[src/rtl/fsm_seq_ctrl.sv]
// Table-driven 3-bit sequencer with a writable 16x6 next-state/output
// table and IDLE/RUN control for free-run, single-step and halt.
module fsm_seq_ctrl #(
  parameter logic [2:0] RESET_STATE = 3'd2
) (
  input  logic       clk,
  input  logic       reset,
  input  logic       a,
  input  logic       cfg_we,
  input  logic [3:0] cfg_addr,
  input  logic [5:0] cfg_data,
  input  logic       start,
  input  logic       stop,
  input  logic       step,
  input  logic       rewind,
  input  logic       clr_err,
  output logic [2:0] saida,
  output logic [2:0] state,
  output logic       running,
  output logic       done,
  output logic       cfg_err,
  output logic [7:0] step_count
);

  typedef enum logic {IDLE, RUN} ctl_t;

  ctl_t       ctl, ctl_nxt;
  logic [5:0] tbl [16];
  logic [5:0] dout;
  logic [2:0] nxt;
  logic       adv, rew, halt, wr, err_set;

  assign dout    = tbl[{state, a}];
  assign nxt     = dout[5:3];
  assign saida   = dout[2:0];
  assign running = (ctl == RUN);

  always_comb begin
    ctl_nxt = ctl;
    adv     = 1'b0;
    rew     = 1'b0;
    halt    = 1'b0;
    wr      = 1'b0;
    err_set = 1'b0;
    case (ctl)
      IDLE: begin
        wr = cfg_we;
        if (rewind) begin
          rew = 1'b1;
        end else begin
          adv = step;
          if (start && !stop)
            ctl_nxt = RUN;
        end
      end
      RUN: begin
        err_set = cfg_we;
        if (stop) begin
          ctl_nxt = IDLE;
        end else if (nxt == state) begin
          ctl_nxt = IDLE;
          halt    = 1'b1;
        end else begin
          adv = 1'b1;
        end
      end
      default: ctl_nxt = IDLE;
    endcase
  end

  always_ff @(posedge clk or negedge reset) begin
    if (!reset)
      ctl <= IDLE;
    else
      ctl <= ctl_nxt;
  end

  // Lookups above use the pre-write contents on a write edge.
  always_ff @(posedge clk or negedge reset) begin
    if (!reset) begin
      for (int i = 0; i < 16; i++)
        tbl[i] <= 6'h00;
    end else if (wr) begin
      tbl[cfg_addr] <= cfg_data;
    end
  end

  always_ff @(posedge clk or negedge reset) begin
    if (!reset) begin
      state      <= RESET_STATE;
      step_count <= 8'd0;
    end else if (rew) begin
      state      <= RESET_STATE;
      step_count <= 8'd0;
    end else if (adv) begin
      state <= nxt;
      if (step_count != 8'hff)
        step_count <= step_count + 8'd1;
    end
  end

  always_ff @(posedge clk or negedge reset) begin
    if (!reset) begin
      done    <= 1'b0;
      cfg_err <= 1'b0;
    end else begin
      done    <= halt;
      cfg_err <= err_set | (cfg_err & ~clr_err);
    end
  end

endmodule

[config.mk]
export PLATFORM = sky130hd
export DESIGN_NAME = fsm_seq_ctrl
export DESIGN_NICKNAME = d
export VERILOG_FILES = /design/src/rtl/fsm_seq_ctrl.sv
export SDC_FILE = /design/constraint.sdc
export NUM_CORES = 1
export LEC_CHECK = 0
export BUFFER_PORTS_ARGS = -buffer_cell sky130_fd_sc_hd__buf_2
export CORE_UTILIZATION = 45
export CTS_CLUSTER_DIAMETER = 80
export CTS_CLUSTER_SIZE = 20
export DETAILED_ROUTE_END_ITERATION = 7
export GPL_TIMING_DRIVEN = 0
export PLACE_DENSITY = 0.63
export SLEW_MARGIN = 20
export SYNTH_ARGS = -nofsm -noshare
export SYNTH_HDL_FRONTEND = slang
export SYNTH_SLANG_ARGS = --single-unit
[constraint.sdc]
create_clock -name clk -period 7.5 [get_ports clk]
set_input_delay 1.5 -clock clk [delete_from_list [all_inputs] [get_ports clk]]
set_output_delay 1.5 -clock clk [all_outputs]
set_load 0.01 [all_outputs]
Word level (Yosys, flattened, before mapping):

Cells that the tools add are included.

* output and inout port bits: 17
* bits in latches: 0
* word-level logic and storage cells: 64
* memory bits (writable): 0
* register bits after elaboration: 110
* bits of input ports: 19
* bits in read-only memories: 0
* memories kept: 0

* $lt $le $gt $ge: 3
* $mul: 0
* div/mod/pow operators: 0
* bitwise operators: 6
* shift operators: 0
* equality and inequality tests: 2
* reduce and logical (&&, ||, !) cells: 6
* add/sub/neg operators: 1
* muxes and demuxes: 25

Operator list (count)
* bitwise mux 96 bit: 1
* binary-select mux 6 bit (select 4 bit): 1
* demux 6 bit (select 4 bit): 1
* two-way mux 8 bit: 3
* two-way mux 6 bit: 3
* two-way mux 1 bit: 12
* greater-or-equal comparator 5 bit (second input constant): 2
* NOT 4 -> 5 bit: 2
* adder 8 x 1 -> 8 bit (second input constant): 1
* != test 8 bit (second input constant): 1
* two-way mux 3 bit: 2
* < comparator 5 x 1 -> 1 bit (second input constant): 1
* one-hot mux 1 bit (2 select lines): 2
* nonzero test 2 bit: 2
* equality test 3 bit: 1
* logical AND 1 bit: 2
* NOT 1 bit: 2
* AND reduction 2 bit: 1
* AND 1 bit: 1
* zero test 1 bit: 1
* OR 1 bit: 1

Longest topological paths before layout:

* word-level depth: 10
* mapped depth: 9
* mapped depth without buffers: 7

Least setup slack after synthesis:

No wires, ideal clock.

* kind: input-to-output
* start point: input a
* end point: output saida[0]
* buffers on the path: 3
* stages: 5
* data arrival time: 3228 ps
* setup slack: 2772 ps
* data required time: 6000 ps
* cells stage by stage: buf_6 > buf_2 > buf_2 > mux4_2 > mux4_2

* cells in the longest elaborated chain, start to end: 4

RTL lines
* start: declaration: RTL line 8 `input logic a,`
* NOT 4 -> 5 bit (not written as such): RTL line 33 `assign dout = tbl[{state, a}];`
* binary-select mux 6 bit (select 4 bit): RTL line 33
* two-way mux 6 bit (not written as such) (2 in a row): RTL line 33
* end: declaration: RTL line 17 `output logic [2:0] saida,`

Every way passes these cells. The select of a mux whose other input is x is not followed.

Worst setup path after layout:

Same ends and word-level chain as after synthesis.

==> out/metrics.cfg <==
[worst_hold_path]
hold_path_depth = 1
hold_path_class = register to register

[placement]
dp.final_hpwl_um = 8281
port_buffers = 34
gp_congestion = 0.7762

[drt]
drc = 0
vias = 3328
drt.antenna.violating_nets = 0
drtPass1Iterations = 7
avgViaCountPerCell = 5.818
finalWirelength_um = 11680
drt_iter0_markers = 228
wl_per_cell_um = 20.42

[yosys]
synth.avg_cell_area_um2 = 13.97
ys_ff_latch = 110
synth_cell_types = 37
synth_area_mm2 = 0.005281
yosysWarnings = 0
syn_inst = 378
synth_top_area_share = 0.5165
synth_fp_nets = 398
synth-seq-area-share = 0.5214
synth_top_cell_by_area = dfrtp_1
netlist_top_cells_area = dfrtp_1 52%, mux2_2 21%, mux4_2 10%, mux2i_1 2.1%, nand2_1 1.6%

[final_layout]
syn_to_final_growth_pct = 12.60
fin_util = 0.5208
nFillCells = 1018
nNetsFinal = 445
drive_gt1_frac = 0.4266
diodes = 0

[critical_path]
cpMostUsedCell = buf_2
reg2reg_depth = 8
crit_slowest_cell = mux4_2
cp-end-kind = output port
arrival_ns = 3.68
cp.depth = 6
cp-start-kind = input port
crit_type = input port to output port
critPathMaxStageDelay_ns = 0.60
cp.required_ns = 6.00
cp_cell_sequence = buf_6, buf_2, buf_2, mux4_2, mux4_2, buf_2
critical_path.top_delay_family = multiplexers
path_max_fanout = 10
critPathBufInv = 4

[timing]
worstMarginPinSlew_ns = 0.7738
max_slew_margin = 0.4842
finalCritPeriodShare = 0.6903
rsz0062_at_grt = no
fin_setup_tns_ns = 0
final_max_slew_viol_count = 0
hold_viol = 0
max_freq_ghz = 0.1931
final-setup-viol-count = 0
skew_ns = 0.007038
min_period_ns = 5.178

[global_routing]
antenna_found_initial = 0
grt_usage = 0.2177
grt_pass1_vias = 3357
grt_max_degree = 57
gr-total-overflow = 0
grt_pass1_wl_um = 18910

[floorplanning]
die_height_um = 110.3
design.core.area_mm2 = 0.01142
io_pins = 36
dieArea_mm2 = 0.01217
die_w_um = 110.3
initial_core_util = 0.4625
rows = 39

[clock_network]
cts_hold_buf = 0
ctsHtreeMaxLevel = 3
cts-root-buf = clkbuf_16
clk_latency_ns = 0.34
cts_tree = built
cts_setup_buffers = 0
clkTransAtPathRegs_ns = 0.07
cts_resized = 0
clkSinkCount = 110
cts_max_path_buffers = 2
cts_buffers = 9

[pwr]
leakagePower_uw = 0.002597
power.density_mw_per_mm2 = 315.7
irDropWorstVdd_mv = 0.2032

[job]
drv_cap = 0

[status]
outcome = finished, final reports clean

[layout by cell type (no fill, tap or decap), types with 3 or more instances in the layout]
cell / Yosys / layout
inv_1: 8 / 8
mux2i_1: 11 / 11
a21oi_1: 9 / 9
o22ai_1: 4 / 4
a2bb2oi_1: 4 / 4
nand2b_1: 3 / 3
o21ai_0: 7 / 7
nor3_1: 3 / 3
mux4_2: 24 / 24
dfrtp_1: 109 / 109
and3_1: 6 / 6
a222oi_1: 3 / 3
mux2_2: 97 / 97
buf_2: 4 / 37
nor2b_1: 7 / 7
nor2_1: 9 / 9
nand2_1: 23 / 23
nand3_1: 4 / 4
clkbuf_1: 17 / 18
clkbuf_16: 0 / 9
o211ai_1: 4 / 4
buf_6: 2 / 3
[power breakdown]
group          internal [µW]  total [µW]  switching [µW]
Clock                    224         434             210
Combinational            326         605             279
Sequential               757         838            81.2
Total                   1310        1880             570
[state kept, by name, summed over array words and instances (netlist names)]
register	cells
cfg_err	1
done	1
running	1
state	3
step_count	8
tbl	96
[through the flow]
stage	cells	area (µm²)	worst slack (ns)	hold slack, ns	power [µW]
6_report	572	5947	2.322	0.5037	1878
5_1_grt	572	5947	2.214	0.5136	1988
4_1_cts	572	5947	2.288	0.5048	1899
3_5_place_dp	557	5683	2.285	0.4869	1459
3_3_place_gp	555	5630	2.286	0.4808	1436
2_1_floorplan	378	5281	2.772	0.4704	1277
[routing by layer]
layer	vias up	GRT usage	wire length (µm)
li1	1490	-	-
met1	1759	0.2949	5205
met2	66	0.3567	5851
met3	13	0.04115	440
met4	0	0.06673	184
met5	-	0	0
[cells by family (layout without fill, tap and decap cells)]
| family | count (synthesis) | count (layout) | synth area share |
|---|---|---|---|
| multiplexers | 133 | 133 | 0.3350 |
| flip-flops | 110 | 110 | 0.5214 |
| AND/OR/NAND/NOR | 64 | 64 | 0.05970 |
| AO/OA/AOI/OAI | 38 | 38 | 0.05496 |
| buffers and inverters | 32 | 83 | 0.02653 |
| adder cells (fa/ha/maj) | 1 | 1 | 0.002369 |
[path summary, 6_finish.rpt]
path,start,end,slack (ns)
min in group asynchronous,reset,step_count[7],1.10
hold reg to reg,tbl[32],tbl[32],0.50
hold / removal,tbl[32],tbl[32],0.50
max in group asynchronous,reset,tbl[56],5.75
setup / recovery,a,saida[0],2.32
setup reg to reg,state[0],state[2],4.50
[synthesized netlist by cell type (all sizes together)]
cell     count
nor2b        7
nor4         1
clkbuf      17
a2bb2oi      5
ha           1
o211ai       4
nor3b        3
a31oi        1
nand2b       3
or3          2
and3         6
mux2i       11
a22oi        1
a31o         1
dfstp        1
nand4        2
and2         1
inv          8
nor2         9
mux2        97
a22o         1
dfrtp      109
a21oi       10
o21ai        7
buf          7
nor3         3
nand3        4
mux4        25
nand2       23
a222oi       3
o22ai        4
a2111oi      1
[cell type report]
type                            instances  area [µm²]  share of cell area
Sequential cell                       110        2754              0.4631
Multi-Input combinational cell        236        2399              0.4033
Clock buffer                           10       229.0             0.03850
Timing Repair Buffer                   36       211.5             0.03556
Tap cell                              143       178.9             0.03009
Buffer                                 24       110.1             0.01851
Clock inverter                          5       35.03            0.005891
Inverter                                8       30.03            0.005049
[worst register-to-register path: stages, from the launching register on]
cell and delay (ns):
dfrtp_1 0.41, clkbuf_1 0.50, mux4_2 0.42, a222oi_1 0.37, mux2i_1 0.21, a31o_1 0.26, buf_6 0.15, a21oi_4 0.21
mux2_2 0.35
Power figures use the tool's default switching activity.
